<file path="config.mk">
export PLATFORM = sky130hd
export DESIGN_NAME = fabric_slave_bridge
export DESIGN_NICKNAME = d
export VERILOG_FILES = /design/src/rtl/fabric_bridge_pkg.sv /design/src/rtl/fabric_slave_bridge.sv
export SDC_FILE = /design/constraint.sdc
export NUM_CORES = 1
export LEC_CHECK = 0
export BUFFER_PORTS_ARGS = -buffer_cell sky130_fd_sc_hd__clkbuf_2
export CAP_MARGIN = 20
export CELL_PAD_IN_SITES_DETAIL_PLACEMENT = 0
export CELL_PAD_IN_SITES_GLOBAL_PLACEMENT = 1
export CORE_MARGIN = 2
export CORE_UTILIZATION = 34
export CTS_CLUSTER_DIAMETER = 50
export DETAILED_ROUTE_END_ITERATION = 10
export GPL_TIMING_DRIVEN = 0
export PLACE_DENSITY = 0.87
export SYNTH_ARGS = -nofsm -noshare
export SYNTH_HDL_FRONTEND = slang
export SYNTH_SLANG_ARGS = --single-unit
</file>
<file path="constraint.sdc">
create_clock -name clk -period 2.2 [get_ports clk]
set_input_delay 0.22 -clock clk [delete_from_list [all_inputs] [get_ports clk]]
set_output_delay 0.22 -clock clk [all_outputs]
set_load 0.01 [all_outputs]
</file>
<file path="src/rtl/fabric_bridge_pkg.sv">
// Shared types and constants for the interconnect-to-fabric slave bridge.
package fabric_bridge_pkg;

  typedef enum logic [1:0] {
    IDLE = 2'd0,
    REQ  = 2'd1,
    WAIT = 2'd2,
    RESP = 2'd3
  } fsb_state_e;

  localparam logic [31:0] FSB_ERR_DATA = 32'hDEAD_BEEF;

endpackage

</file>
<file path="src/rtl/fabric_slave_bridge.sv">
// Single-outstanding bridge from an interconnect slave port to a valid/ready fabric
// target, with a timeout that answers ERR_DATA when the fabric stops responding.
module fabric_slave_bridge
  import fabric_bridge_pkg::*;
#(
  parameter int unsigned           DATA_WIDTH = 32,
  parameter int unsigned           ADDR_WIDTH = 10,
  parameter int unsigned           TIMEOUT    = 255,
  parameter logic [DATA_WIDTH-1:0] ERR_DATA   = DATA_WIDTH'(FSB_ERR_DATA)
) (
  input  logic                    clk,
  input  logic                    reset,

  input  logic                    data_req_i,
  input  logic [ADDR_WIDTH-1:0]   data_addr_i,
  input  logic                    data_we_i,
  input  logic [DATA_WIDTH/8-1:0] data_be_i,
  input  logic [DATA_WIDTH-1:0]   data_wdata_i,
  output logic                    data_gnt_o,
  output logic                    data_rvalid_o,
  output logic [DATA_WIDTH-1:0]   data_rdata_o,

  output logic                    fab_valid_o,
  input  logic                    fab_ready_i,
  output logic [ADDR_WIDTH-1:0]   fab_addr_o,
  output logic                    fab_we_o,
  output logic [DATA_WIDTH/8-1:0] fab_be_o,
  output logic [DATA_WIDTH-1:0]   fab_wdata_o,
  input  logic                    fab_rvalid_i,
  input  logic [DATA_WIDTH-1:0]   fab_rdata_i,

  output logic                    err_o,
  input  logic                    err_clr_i
);

  localparam int unsigned BE_W  = DATA_WIDTH / 8;
  localparam int unsigned CNT_W = $clog2(TIMEOUT + 1);

  fsb_state_e state, state_next;

  logic [CNT_W-1:0]      cnt, cnt_d;
  logic                  cnt_hit;
  logic                  accept;
  logic                  expire;

  logic                  gnt_d, rvalid_d, fab_valid_d, err_d, we_d;
  logic [DATA_WIDTH-1:0] rdata_d, wdata_d;
  logic [ADDR_WIDTH-1:0] addr_d;
  logic [BE_W-1:0]       be_d;

  // >= rather than == so a read whose ready lands on the expiry cycle still times out in WAIT.
  assign cnt_hit = (cnt >= CNT_W'(TIMEOUT - 1));
  assign accept  = (state == IDLE) && data_req_i;

  // State register
  always_ff @(posedge clk or negedge reset) begin
    if (!reset) begin
      state <= IDLE;
    end else begin
      state <= state_next;
    end
  end

  // Next-state logic; a handshake in the expiry cycle takes priority over the timeout
  always_comb begin
    state_next = state;
    expire     = 1'b0;
    case (state)
      IDLE: begin
        if (data_req_i) state_next = REQ;
      end
      REQ: begin
        if (fab_ready_i) begin
          state_next = fab_we_o ? RESP : WAIT;
        end else if (cnt_hit) begin
          state_next = RESP;
          expire     = 1'b1;
        end
      end
      WAIT: begin
        if (fab_rvalid_i) begin
          state_next = RESP;
        end else if (cnt_hit) begin
          state_next = RESP;
          expire     = 1'b1;
        end
      end
      RESP: begin
        state_next = IDLE;
      end
      default: begin
        state_next = IDLE;
      end
    endcase
  end

  // Output, latch and counter next values, all registered below
  always_comb begin
    gnt_d       = (state_next == IDLE);
    fab_valid_d = (state_next == REQ);
    rvalid_d    = (state_next == RESP);

    rdata_d = '0;
    if ((state == WAIT) && fab_rvalid_i) begin
      rdata_d = fab_rdata_i;
    end else if (expire) begin
      rdata_d = ERR_DATA;
    end

    err_d = expire | (err_o & ~err_clr_i);

    addr_d  = fab_addr_o;
    we_d    = fab_we_o;
    be_d    = fab_be_o;
    wdata_d = fab_wdata_o;
    if (accept) begin
      addr_d  = data_addr_i;
      we_d    = data_we_i;
      be_d    = data_be_i;
      wdata_d = data_wdata_i;
    end

    cnt_d = cnt;
    if (accept) begin
      cnt_d = '0;
    end else if (((state == REQ) || (state == WAIT)) && (cnt != '1)) begin
      cnt_d = cnt + CNT_W'(1);
    end
  end

  // Registered outputs, request latch and timeout counter
  always_ff @(posedge clk or negedge reset) begin
    if (!reset) begin
      data_gnt_o    <= 1'b1;
      data_rvalid_o <= 1'b0;
      data_rdata_o  <= '0;
      fab_valid_o   <= 1'b0;
      fab_addr_o    <= '0;
      fab_we_o      <= 1'b0;
      fab_be_o      <= '0;
      fab_wdata_o   <= '0;
      err_o         <= 1'b0;
      cnt           <= '0;
    end else begin
      data_gnt_o    <= gnt_d;
      data_rvalid_o <= rvalid_d;
      data_rdata_o  <= rdata_d;
      fab_valid_o   <= fab_valid_d;
      fab_addr_o    <= addr_d;
      fab_we_o      <= we_d;
      fab_be_o      <= be_d;
      fab_wdata_o   <= wdata_d;
      err_o         <= err_d;
      cnt           <= cnt_d;
    end
  end

endmodule

</file>
==> results.md <==
* Primary FF master, synth: dfrtp_1
* Number of flops mapped to enable cells by yosys at 0
* Global-route wire length before repair at 14300 um
* DP Wirelength at roughly 6500 um
* Fin nets at between 600 and 700
* Clk_skew at around 0.0097 ns
* Crit end category: register
* Post-synth top area share at between 60 and 70%
* Avg WL per Cell at 12.4 um
* Post-route ant nets at 0
* Min Tclk post-route at 1.93 ns
* Final Power at 5.82 mW
* H-tree levels at 3
* Worst path slowest cell: a221oi_1
* # diodes at 0
* Post-route insts no fill at 694
* Top Ports at 168
* Largest net degree at the start of global routing at 53
* Routability Congestion at 0.831
* Layout cell share with drive strength beyond 1 at a little over a third
* Starting Density at 35.1%
* Setup TNS at 0 ns
* Mapped Area at 0.00362 mm^2
* Final hold violations at 0
* CTS root buf: clkbuf_8
* Fmax at 519 MHz
* Area post-placement at 0.00465 mm^2
* Area contributors post-synth: dfrtp_1 64%, nand2_1 20%, ha_1 2.1%, and3_1 1.7%, clkbuf_1 1.2%
* Worst-Margin Slew at 0.590 ns
* Hold WC Path Type: in2reg
* Netlist cell types at 35
* Post-CTS Setup Repair Bufs at 0
* Critical path arrival at 2.23 ns
* Remaining Overflow, GRT at 0
* Gr usage total at ~16%
* Run status: completed
* Pleak at 2.88 nW
* Post-route clock period utilization at between 80% and 90%
* Startpoint types: register
* CP max FO at 10
* DIE WIDTH at 107 um
* Routed vias at approximately 3100
* Sequential area share after synthesis at 64.3%
* Avg Inst Size Synth at between 9 and 10 um^2
* Drt drc at 0
* Drt first pass iters at 4
* RSZ-0062 raised after global routing: false
* FF+latch count, synth at 93
* Post-synthesis async set-or-reset flop share at 100%
* Port bufs at around 170
* Max cap viols at 0
* WP data required at roughly 2.5 ns
* Detailed Route WL at 8580 um
* Clock Tree Buf Depth at 2
* Core Area at 0.0103 mm^2
* CTS sink count at 93
* Pwr/cell area at 1190 mW/mm^2
* Crit path cell chain: inv_1, ha_1, clkbuf_1, nor3_1, a221oi_1, and2_1
* Setup CP Type: reg2reg
* Violation count after the first detailed-route iteration at 135
* Clock transition at path regs at 0.10 ns
* Setup violators final at 0
* Syn Inst Count at 373
* Drt via density at 4.52
* TritonCTS clock tree: done
* CP peak stage delay at 0.49 ns
* Die H at ~110 um
* Die Area at between 0.01 and 0.015 mm^2
* Vias in the first global route at roughly 3200
* Area leader, netlist: dfrtp_1
* Rel. slew slack at about three fifths
* Hold slack at 0.0420 ns
* FP Rows at 37
* CTS Buf Count at 9
* Area delta synth->final at 34.5%
* Max Slew Vio Count at 0
* Placed cells at 677
* Initial antenna violation count at 0
* YS warnings at 0
* Fin area at 0.00487 mm^2
* Worst vdd ir at between 0.4 and 0.5 mV
* Worst skew pair latency at 0.36 ns
* Syn nets at ~460
## repair_timing
action,in CTS,in global routing
endpoints found under the hold margin,41,0
setup endpoints to repair,0,0
hold buffers,1,0
resized for setup,0,0
## Yosys cell counts, types with 4 or more instances
cell / n
and3_1: 10
clkbuf_1: 12
dfrtp_1: 92
ha_1: 6
inv_1: 5
nand2_1: 188
nand3_1: 7
nor2_1: 4
o21ai_0: 6
## placed cells by master (no fill, tap or decap), types with 2 or more instances in the layout
cell type  Yosys  routed
a221oi_1       2       2
and3_1        10      10
dfrtp_1       92      92
inv_6          0       3
inv_1          5       5
nor4_1         2       2
nor2_1         4       4
and2_1         3       3
o21ai_0        6       6
clkbuf_8       0       9
nand2_2        3       3
nand2_1      188     188
clkbuf_2       0     166
ha_1           6       6
clkbuf_1      12      12
buf_1          2       2
nor3_1         3       3
nand3_1        7       7
nand2b_1       2       2
a31oi_1        3       3
a21oi_1        2       2
or3_1          2       2
buf_6          2       2
nor2b_1        3       3
## cells by family after synthesis
kind of cell | share of synthesized area [%]
flip-flops | 64.4
AO/OA/AOI/OAI | 3.32
AND/OR/NAND/NOR | 26.6
buffers and inverters | 3.22
XOR/XNOR | 0.484
adder cells (fa/ha/maj) | 2.07
## path summary, 6_finish.rpt
kind,start,end,slack (ns),cells after the start
max reg2reg,state[0],data_rvalid_o,0.27,6
min,err_clr_i,err_o,0.04,2
max in group asynchronous,reset,data_gnt_o,1.09,3
min in group asynchronous,reset,data_rdata_o[17],0.42,2
min reg2reg,fab_wdata_o[26],fab_wdata_o[26],0.48,2
max,state[0],data_rvalid_o,0.27,6
## power by group
| group | total (mW) | internal [mW] | switching, mW | leakage (nW) |
|---|---|---|---|---|
| Sequential | 2.58 | 2.27 | 0.310 | 1.21 |
| Combinational | 2.07 | 0.819 | 1.25 | 1.57 |
| Clock | 1.17 | 0.543 | 0.625 | 0.103 |
## stage by stage
| stage | utilization, % | setup WS [ns] |
|---|---|---|
| 3_5_place_dp | 45.1 | 0.293 |
| 2_1_floorplan | - | 0.528 |
| 4_1_cts | 47.2 | 0.282 |
| 6_report | 47.2 | 0.272 |
| 5_1_grt | 47.2 | 0.106 |
| 3_3_place_gp | 44.8 | -0.151 |
## critical path: cells and delay by family (launching register included)
family / cells / cell delay [ns]
and+or+nand+nor: 2 / 0.34
DFF: 1 / 0.42
adders and majority gates: 1 / 0.21
buffers and inverters: 2 / 0.42
AOI/OAI and AO/OA: 1 / 0.49
## final cells by class
cell class | count | area [um^2]
Sequential cell | 93 | 2330
Fill cell | 990 | 5460
Clock buffer | 9 | 124
Clock inverter | 7 | 80.1
Inverter | 5 | 18.8
Multi-Input combinational cell | 257 | 1170
Buffer | 18 | 97.6
Tap cell | 136 | 170
Timing Repair Buffer | 169 | 876
## per-layer routing
| metal | vias to the layer above | wire (um) | share of wire (%) | track usage [%] |
|---|---|---|---|---|
| li1 | 1535 | - | - | - |
| met1 | 1457 | 3540 | 41 | 18.5 |
| met2 | 128 | 4100 | 48 | 26.4 |
| met3 | 17 | 717 | 8.4 | 3.59 |
| met4 | 0 | 217 | 2.5 | 8.07 |
| met5 | - | 0 | 0 | 0 |
## state kept, by name, indices dropped and copies added (netlist names), 2 cells and up
name	flops
state	2
fab_be_o	4
fab_wdata_o	32
data_rdata_o	32
fab_addr_o	10
cnt	8
Note: power is estimated with default switching activity, not from simulation.
